## config.mk

```make
export PLATFORM = sky130hd
export DESIGN_NAME = seg_display_capture
export DESIGN_NICKNAME = d
export VERILOG_FILES = /design/src/rtl/seg_display_capture.sv
export SDC_FILE = /design/constraint.sdc
export NUM_CORES = 1
export LEC_CHECK = 0
export CORE_MARGIN = 2
export CORE_UTILIZATION = 60
export CTS_BUF_LIST = sky130_fd_sc_hd__clkbuf_4
export DETAILED_ROUTE_END_ITERATION = 10
export HOLD_SLACK_MARGIN = 0.08
export PLACE_DENSITY = 0.91
export SETUP_SLACK_MARGIN = 0.5
export SLEW_MARGIN = 10
export SYNTH_ARGS = -nofsm -noshare
export SYNTH_HDL_FRONTEND = slang
export SYNTH_SLANG_ARGS = --single-unit
```

## constraint.sdc

```tcl
create_clock -name clk -period 3.8 [get_ports clk]
set_input_delay 0.38 -clock clk [delete_from_list [all_inputs] [get_ports clk]]
set_output_delay 0.38 -clock clk [all_outputs]
set_load 0.005 [all_outputs]
```

## src/rtl/seg_display_capture.sv

```systemverilog
// seg_display_capture: samples a multiplexed 4-digit seven-segment bus (seg/an),
// decodes each stable digit glyph back to a hex nibble, and reassembles the
// 16-bit displayed value. Optional macro DP_CAPTURE_EN captures the decimal
// points into dp; without it dp is tied to zero.
module seg_display_capture #(
  parameter int unsigned SETTLE  = 4,
  parameter int unsigned TIMEOUT = 100000
) (
  input  logic        clk,
  input  logic        reset,
  input  logic [7:0]  seg,
  input  logic [3:0]  an,
  output logic [15:0] value,
  output logic        valid,
  output logic        frame_stb,
  output logic        err,
  output logic [3:0]  dp
);

  localparam int unsigned CW = 8;
  localparam int unsigned TW = 24;

  typedef enum logic [1:0] {
    S_IDLE,
    S_SETTLE,
    S_CAPTURE,
    S_HOLD
  } state_t;

  state_t          state_q, state_d;
  logic [CW-1:0]   cnt_q, cnt_d;
  logic [7:0]      seg_s1, seg_s2, seg_p;
  logic [3:0]      an_s1, an_s2, an_p;
  logic            same_c, an_ok_c, capture_c;
  logic [TW-1:0]   tcnt;
  logic [3:0]      mask;
  logic [15:0]     slot_val;
  logic [3:0]      slot_bad;
  logic [4:0]      dec_c;

  // Glyph (active-high gfedcba) to {bad, nibble}
  function automatic logic [4:0] decode(input logic [6:0] g);
    case (g)
      7'h3F: decode = 5'h00;
      7'h06: decode = 5'h01;
      7'h5B: decode = 5'h02;
      7'h4F: decode = 5'h03;
      7'h66: decode = 5'h04;
      7'h6D: decode = 5'h05;
      7'h7D: decode = 5'h06;
      7'h07: decode = 5'h07;
      7'h7F: decode = 5'h08;
      7'h6F: decode = 5'h09;
      7'h77: decode = 5'h0A;
      7'h7C: decode = 5'h0B;
      7'h39: decode = 5'h0C;
      7'h5E: decode = 5'h0D;
      7'h79: decode = 5'h0E;
      7'h71: decode = 5'h0F;
      default: decode = 5'h10;
    endcase
  endfunction

  // Two-flop input synchronisers plus one-cycle-old sample for stability compare
  always_ff @(posedge clk or posedge reset) begin
    if (reset) begin
      seg_s1 <= 8'hFF;
      seg_s2 <= 8'hFF;
      seg_p  <= 8'hFF;
      an_s1  <= 4'hF;
      an_s2  <= 4'hF;
      an_p   <= 4'hF;
    end else begin
      seg_s1 <= seg;
      seg_s2 <= seg_s1;
      seg_p  <= seg_s2;
      an_s1  <= an;
      an_s2  <= an_s1;
      an_p   <= an_s2;
    end
  end

  assign same_c  = (seg_s2 == seg_p) && (an_s2 == an_p);
  assign an_ok_c = (an_s2 == 4'hE) || (an_s2 == 4'hD) ||
                   (an_s2 == 4'hB) || (an_s2 == 4'h7);
  // Capture decodes the last settled sample, not the live one
  assign dec_c   = decode(~seg_p[6:0]);

  // FSM state and settle counter register
  always_ff @(posedge clk or posedge reset) begin
    if (reset) begin
      state_q <= S_IDLE;
      cnt_q   <= '0;
    end else begin
      state_q <= state_d;
      cnt_q   <= cnt_d;
    end
  end

  // Next-state: settle, capture once, then hold until the bus changes
  always_comb begin
    state_d   = state_q;
    cnt_d     = cnt_q;
    capture_c = 1'b0;
    case (state_q)
      S_IDLE: begin
        if (an_ok_c) begin
          cnt_d   = CW'(1);
          state_d = S_SETTLE;
        end
      end
      S_SETTLE: begin
        if (!an_ok_c || !same_c) begin
          state_d = S_IDLE;
        end else if ((9'(cnt_q) + 9'd1) >= 9'(SETTLE)) begin
          state_d = S_CAPTURE;
        end else begin
          cnt_d = cnt_q + CW'(1);
        end
      end
      S_CAPTURE: begin
        capture_c = 1'b1;
        state_d   = S_HOLD;
      end
      S_HOLD: begin
        if (!an_ok_c || !same_c) state_d = S_IDLE;
      end
      default: state_d = S_IDLE;
    endcase
  end

`ifdef DP_CAPTURE_EN
  logic [3:0] slot_dp;
`else
  assign dp = 4'b0000;
`endif

  // Slot storage, frame assembly, timeout and output registers
  always_ff @(posedge clk or posedge reset) begin
    if (reset) begin
      tcnt      <= '0;
      mask      <= '0;
      slot_val  <= '0;
      slot_bad  <= '0;
      value     <= '0;
      valid     <= 1'b0;
      frame_stb <= 1'b0;
      err       <= 1'b0;
`ifdef DP_CAPTURE_EN
      slot_dp   <= '0;
      dp        <= '0;
`endif
    end else begin
      frame_stb <= 1'b0;
      if (tcnt != TW'(TIMEOUT)) tcnt <= tcnt + TW'(1);
      if (mask == 4'hF) begin
        value     <= slot_val;
        err       <= |slot_bad;
        valid     <= 1'b1;
        frame_stb <= 1'b1;
        mask      <= '0;
`ifdef DP_CAPTURE_EN
        dp        <= slot_dp;
`endif
      end else if ((mask != 4'h0) && (tcnt == TW'(TIMEOUT))) begin
        mask     <= '0;
        slot_val <= '0;
        slot_bad <= '0;
`ifdef DP_CAPTURE_EN
        slot_dp  <= '0;
`endif
      end
      if (capture_c) begin
        tcnt <= '0;
        for (int i = 0; i < 4; i++) begin
          if (!an_p[i]) begin
            slot_val[4*i +: 4] <= dec_c[3:0];
            slot_bad[i]        <= dec_c[4];
            mask[i]            <= 1'b1;
`ifdef DP_CAPTURE_EN
            slot_dp[i]         <= ~seg_p[7];
`endif
          end
        end
      end
    end
  end

endmodule
```

==> results.sh <==
export IMPL_clk_pin_slew_ns=0.11
export IMPL_seqCellArea_mm2=0.002873
export IMPL_routedWlPerCell_um=15.99
export IMPL_dp_hpwl_mm=6.067
export IMPL_worstSkewPairLatency_ns=0.51
export IMPL_syn_area_mm2=0.004826
export IMPL_gp_congestion=0.8059
export IMPL_htreeDepth=4
export IMPL_vdd_ir_drop_max_mv=0.2931
export IMPL_n_fill_cell=544
export IMPL_avgSynthCellArea_um2=11.09
export IMPL_preCtsSetupSlack_ns=1.554
export IMPL_outcome="complete, no violations"
export IMPL_m1WireLength_mm=3.908
export IMPL_drt_iter0_drc=234
export IMPL_ctsResizeCount=0
export IMPL_worst_pin_slew_ns=0.9221
export IMPL_cp_end_kind="flip-flop"
export IMPL_ys_seq_elements=113
export IMPL_required_ns=4.21
export IMPL_tns_ns=0
export IMPL_grt_pass1_wl_mm=15.91
export IMPL_finClkSkew_ns=0.01820
export IMPL_grt_pass1_vias=3347
export IMPL_maxCapViolations=0
export IMPL_viasPerCell=5.901
export IMPL_netlist_instances=435
export IMPL_seq_area_frac_synth_pct=59.53
export IMPL_die_x_um=93.69
export IMPL_drtAntennaViolNets=0
export IMPL_vias=3452
export IMPL_cts_root_buf="clkbuf_4"
export IMPL_wl_met3_um=520
export IMPL_hp_class="in -> reg"
export IMPL_nets=487
export IMPL_cts_sinks=113
export IMPL_fin_crit_sh_pct=62.30
export IMPL_drive_above_1_share_pct=16.77
export IMPL_portBuffers=32
export IMPL_ios=37
export IMPL_setup_worst_path_start_class="flip-flop"
export IMPL_setup_viol=0
export IMPL_clock_path_buffers=2
export IMPL_ys_flop_type="dfrtp_1"
export IMPL_routed_wl_mm=9.352
export IMPL_wl_met2_mm=4.707
export IMPL_initial_core_util_pct=62.13
export IMPL_diodes=0
export IMPL_die_area_mm2=0.008777
export IMPL_top_layer="met4"
export IMPL_synthArstFlopShare_pct=100.0
export IMPL_cts_inserted_buffers=17
export IMPL_power_density_mw_per_mm2=432.2
export IMPL_rows=32
export IMPL_crit_chain="inv_1 > ha_1 > nor3b_1 > nand4_1 > nor2_1 > a21oi_1 > a22o_1"
export IMPL_crit_type="reg -> reg"
export IMPL_drc=0
export IMPL_final_setup_worst_slack_ns=1.433
export IMPL_cp_arrival_ns=2.78
export IMPL_multi_input_area_mm2=0.001782
export IMPL_antenna_found_initial=0
export IMPL_max_freq_mhz=422.4
export IMPL_dr_pass1_iters=5
export IMPL_cts_tree="built"
export IMPL_rsz0062_at_grt="false"
export IMPL_cts_hold_buf=0
export IMPL_synth_cell_type_count=62
export IMPL_leakage_nw=2.406
export IMPL_maxSlewViolCount=0
export IMPL_yosysWarnings=0
export IMPL_syn2layout_area_growth_pct=14.73
export IMPL_core_mm2=0.007767
export IMPL_max_slew_margin_pct=38.25
export IMPL_finalHoldViolCount=0
export IMPL_power_total_mw=2.393
export IMPL_max_stage_delay_ns=0.50
export IMPL_grt_max_degree=114
export IMPL_layout_min_cycle_time_ns=2.367
export IMPL_cp_slowest_cell="nor2_1"
export IMPL_synth_edf_count=0
export IMPL_cts_setup_buffers=0
export IMPL_grt_overflow=0
export IMPL_worstPathMaxFanout=7
export IMPL_die_h_um=93.69
export IMPL_grtUsageTotal_pct=23.50
final timing paths:
| kind | startpoint | slack [ns] | cells after the start | endpoint |
|---|---|---|---|---|
| setup / recovery | tcnt[0] | 1.43 | 7 | slot_val[15] |
| hold / removal | seg[0] | 0.26 | 1 | seg_s1[0] |
| setup reg to reg | tcnt[0] | 1.43 | 7 | slot_val[15] |
| hold reg to reg | seg_s1[1] | 0.36 | 0 | seg_s2[1] |
| max in group asynchronous | reset | 2.97 | 3 | slot_val[7] |
| min in group asynchronous | reset | 0.38 | 3 | tcnt[15] |
sequential cells by signal (all words and copies together), names as in the netlist, 8 cells and up, named ones only:
signal    flops
tcnt         24
seg_s2        8
slot_val     16
seg_p         8
seg_s1        8
cnt_q         8
value        16
cells by family (layout without fill, tap and decap cells):
group | Yosys count | count (layout) | share of synthesized area, %
fa+ha+maj | 3 | 3 | 0.7779
xor+xnor | 35 | 35 | 6.508
compound gates | 74 | 74 | 11.28
simple gates | 169 | 169 | 17.58
other cells | 1 | 4 | 0.07771
mux | 2 | 2 | 0.4148
flops | 113 | 113 | 59.53
buf+inv | 38 | 83 | 3.837
Yosys cell counts (3+ instances only):
cell        n  area share [%]
nand3_1    11             1.1
nand4_1     9             1.2
dfrtp_1    77              40
o21ai_0    10             1.0
a21boi_0    7             1.1
nand2_1    60             4.7
o2bb2ai_1   4            0.73
xnor2_1    24             4.4
a22oi_1     3            0.47
nor3_1      7            0.73
buf_2       3            0.31
inv_1      15             1.2
buf_6       3            0.70
nor2_1     37             2.9
a21o_1      4            0.62
ha_1        3            0.78
a22o_1     17             3.1
clkbuf_1   10            0.78
and3_1      3            0.39
nor4_1      9             1.2
a21oi_1    10             1.0
xor2_1     10             1.8
buf_4       4            0.62
nor2b_1     3            0.39
nor4b_1     3            0.54
dfstp_2    36              20
nor3b_1     3            0.47
or3_1       5            0.65
area by class of cell:
cell class	count	share of cell area, %
sequential	113	51.89
timing repair buffer	35	6.418
inverter	16	1.153
tap	102	2.305
clock inverter	15	3.751
multi-input combinational	287	32.18
clock buffer	17	2.305
per-stage QoR:
stage               instance area (um^2)  util, %  hold slack [ns]  instances
finish                              5537    71.28           0.2638        585
CTS                                 5537    71.28           0.2442        585
global placement                    5201    66.96           0.3454        553
floorplan                           4841        -           0.3452        438
detailed placement                  5201    66.96           0.3472        553
global route                        5537    71.28           0.2134        585
power by group:
part	leakage [nW]	switching (mW)	internal, mW
clock network	0.165	0.490	0.529
logic	0.805	0.0539	0.0456
registers	1.44	0.0322	1.24
total	2.41	0.576	1.82
layer usage:
metal / global-route usage [%] / vias to the layer above
met4: 10.39 / 0
met5: 0 / -
met1: 29.56 / 1705
met2: 38.39 / 132
met3: 6.260 / 24
li1: - / 1591
critical path: cells and delay by family, from the launching register on:
kind                     cells  cell delay, ns
AND/OR/NAND/NOR              3            0.92
AO/OA/AOI/OAI                2            0.62
adder cells (fa/ha/maj)      1            0.16
flip-flops                   1            0.45
buffers and inverters        1            0.13
placed cells by master, fill, tap and decap left out, drive strengths merged, types with 7 or more instances in the layout:
cell and count:
nor3 7, a21oi 10, xor2 10, o21ai 11
a22o 17, inv 17, clkbuf 17, nor2 37
nand4 9, nand2 60, dfrtp 77, nor4 10
a21boi 7, clkdlybuf4s50 32, xnor2 25, nand3 11
dfstp 36
No activity file was read; power rests on OpenSTA's default activity.
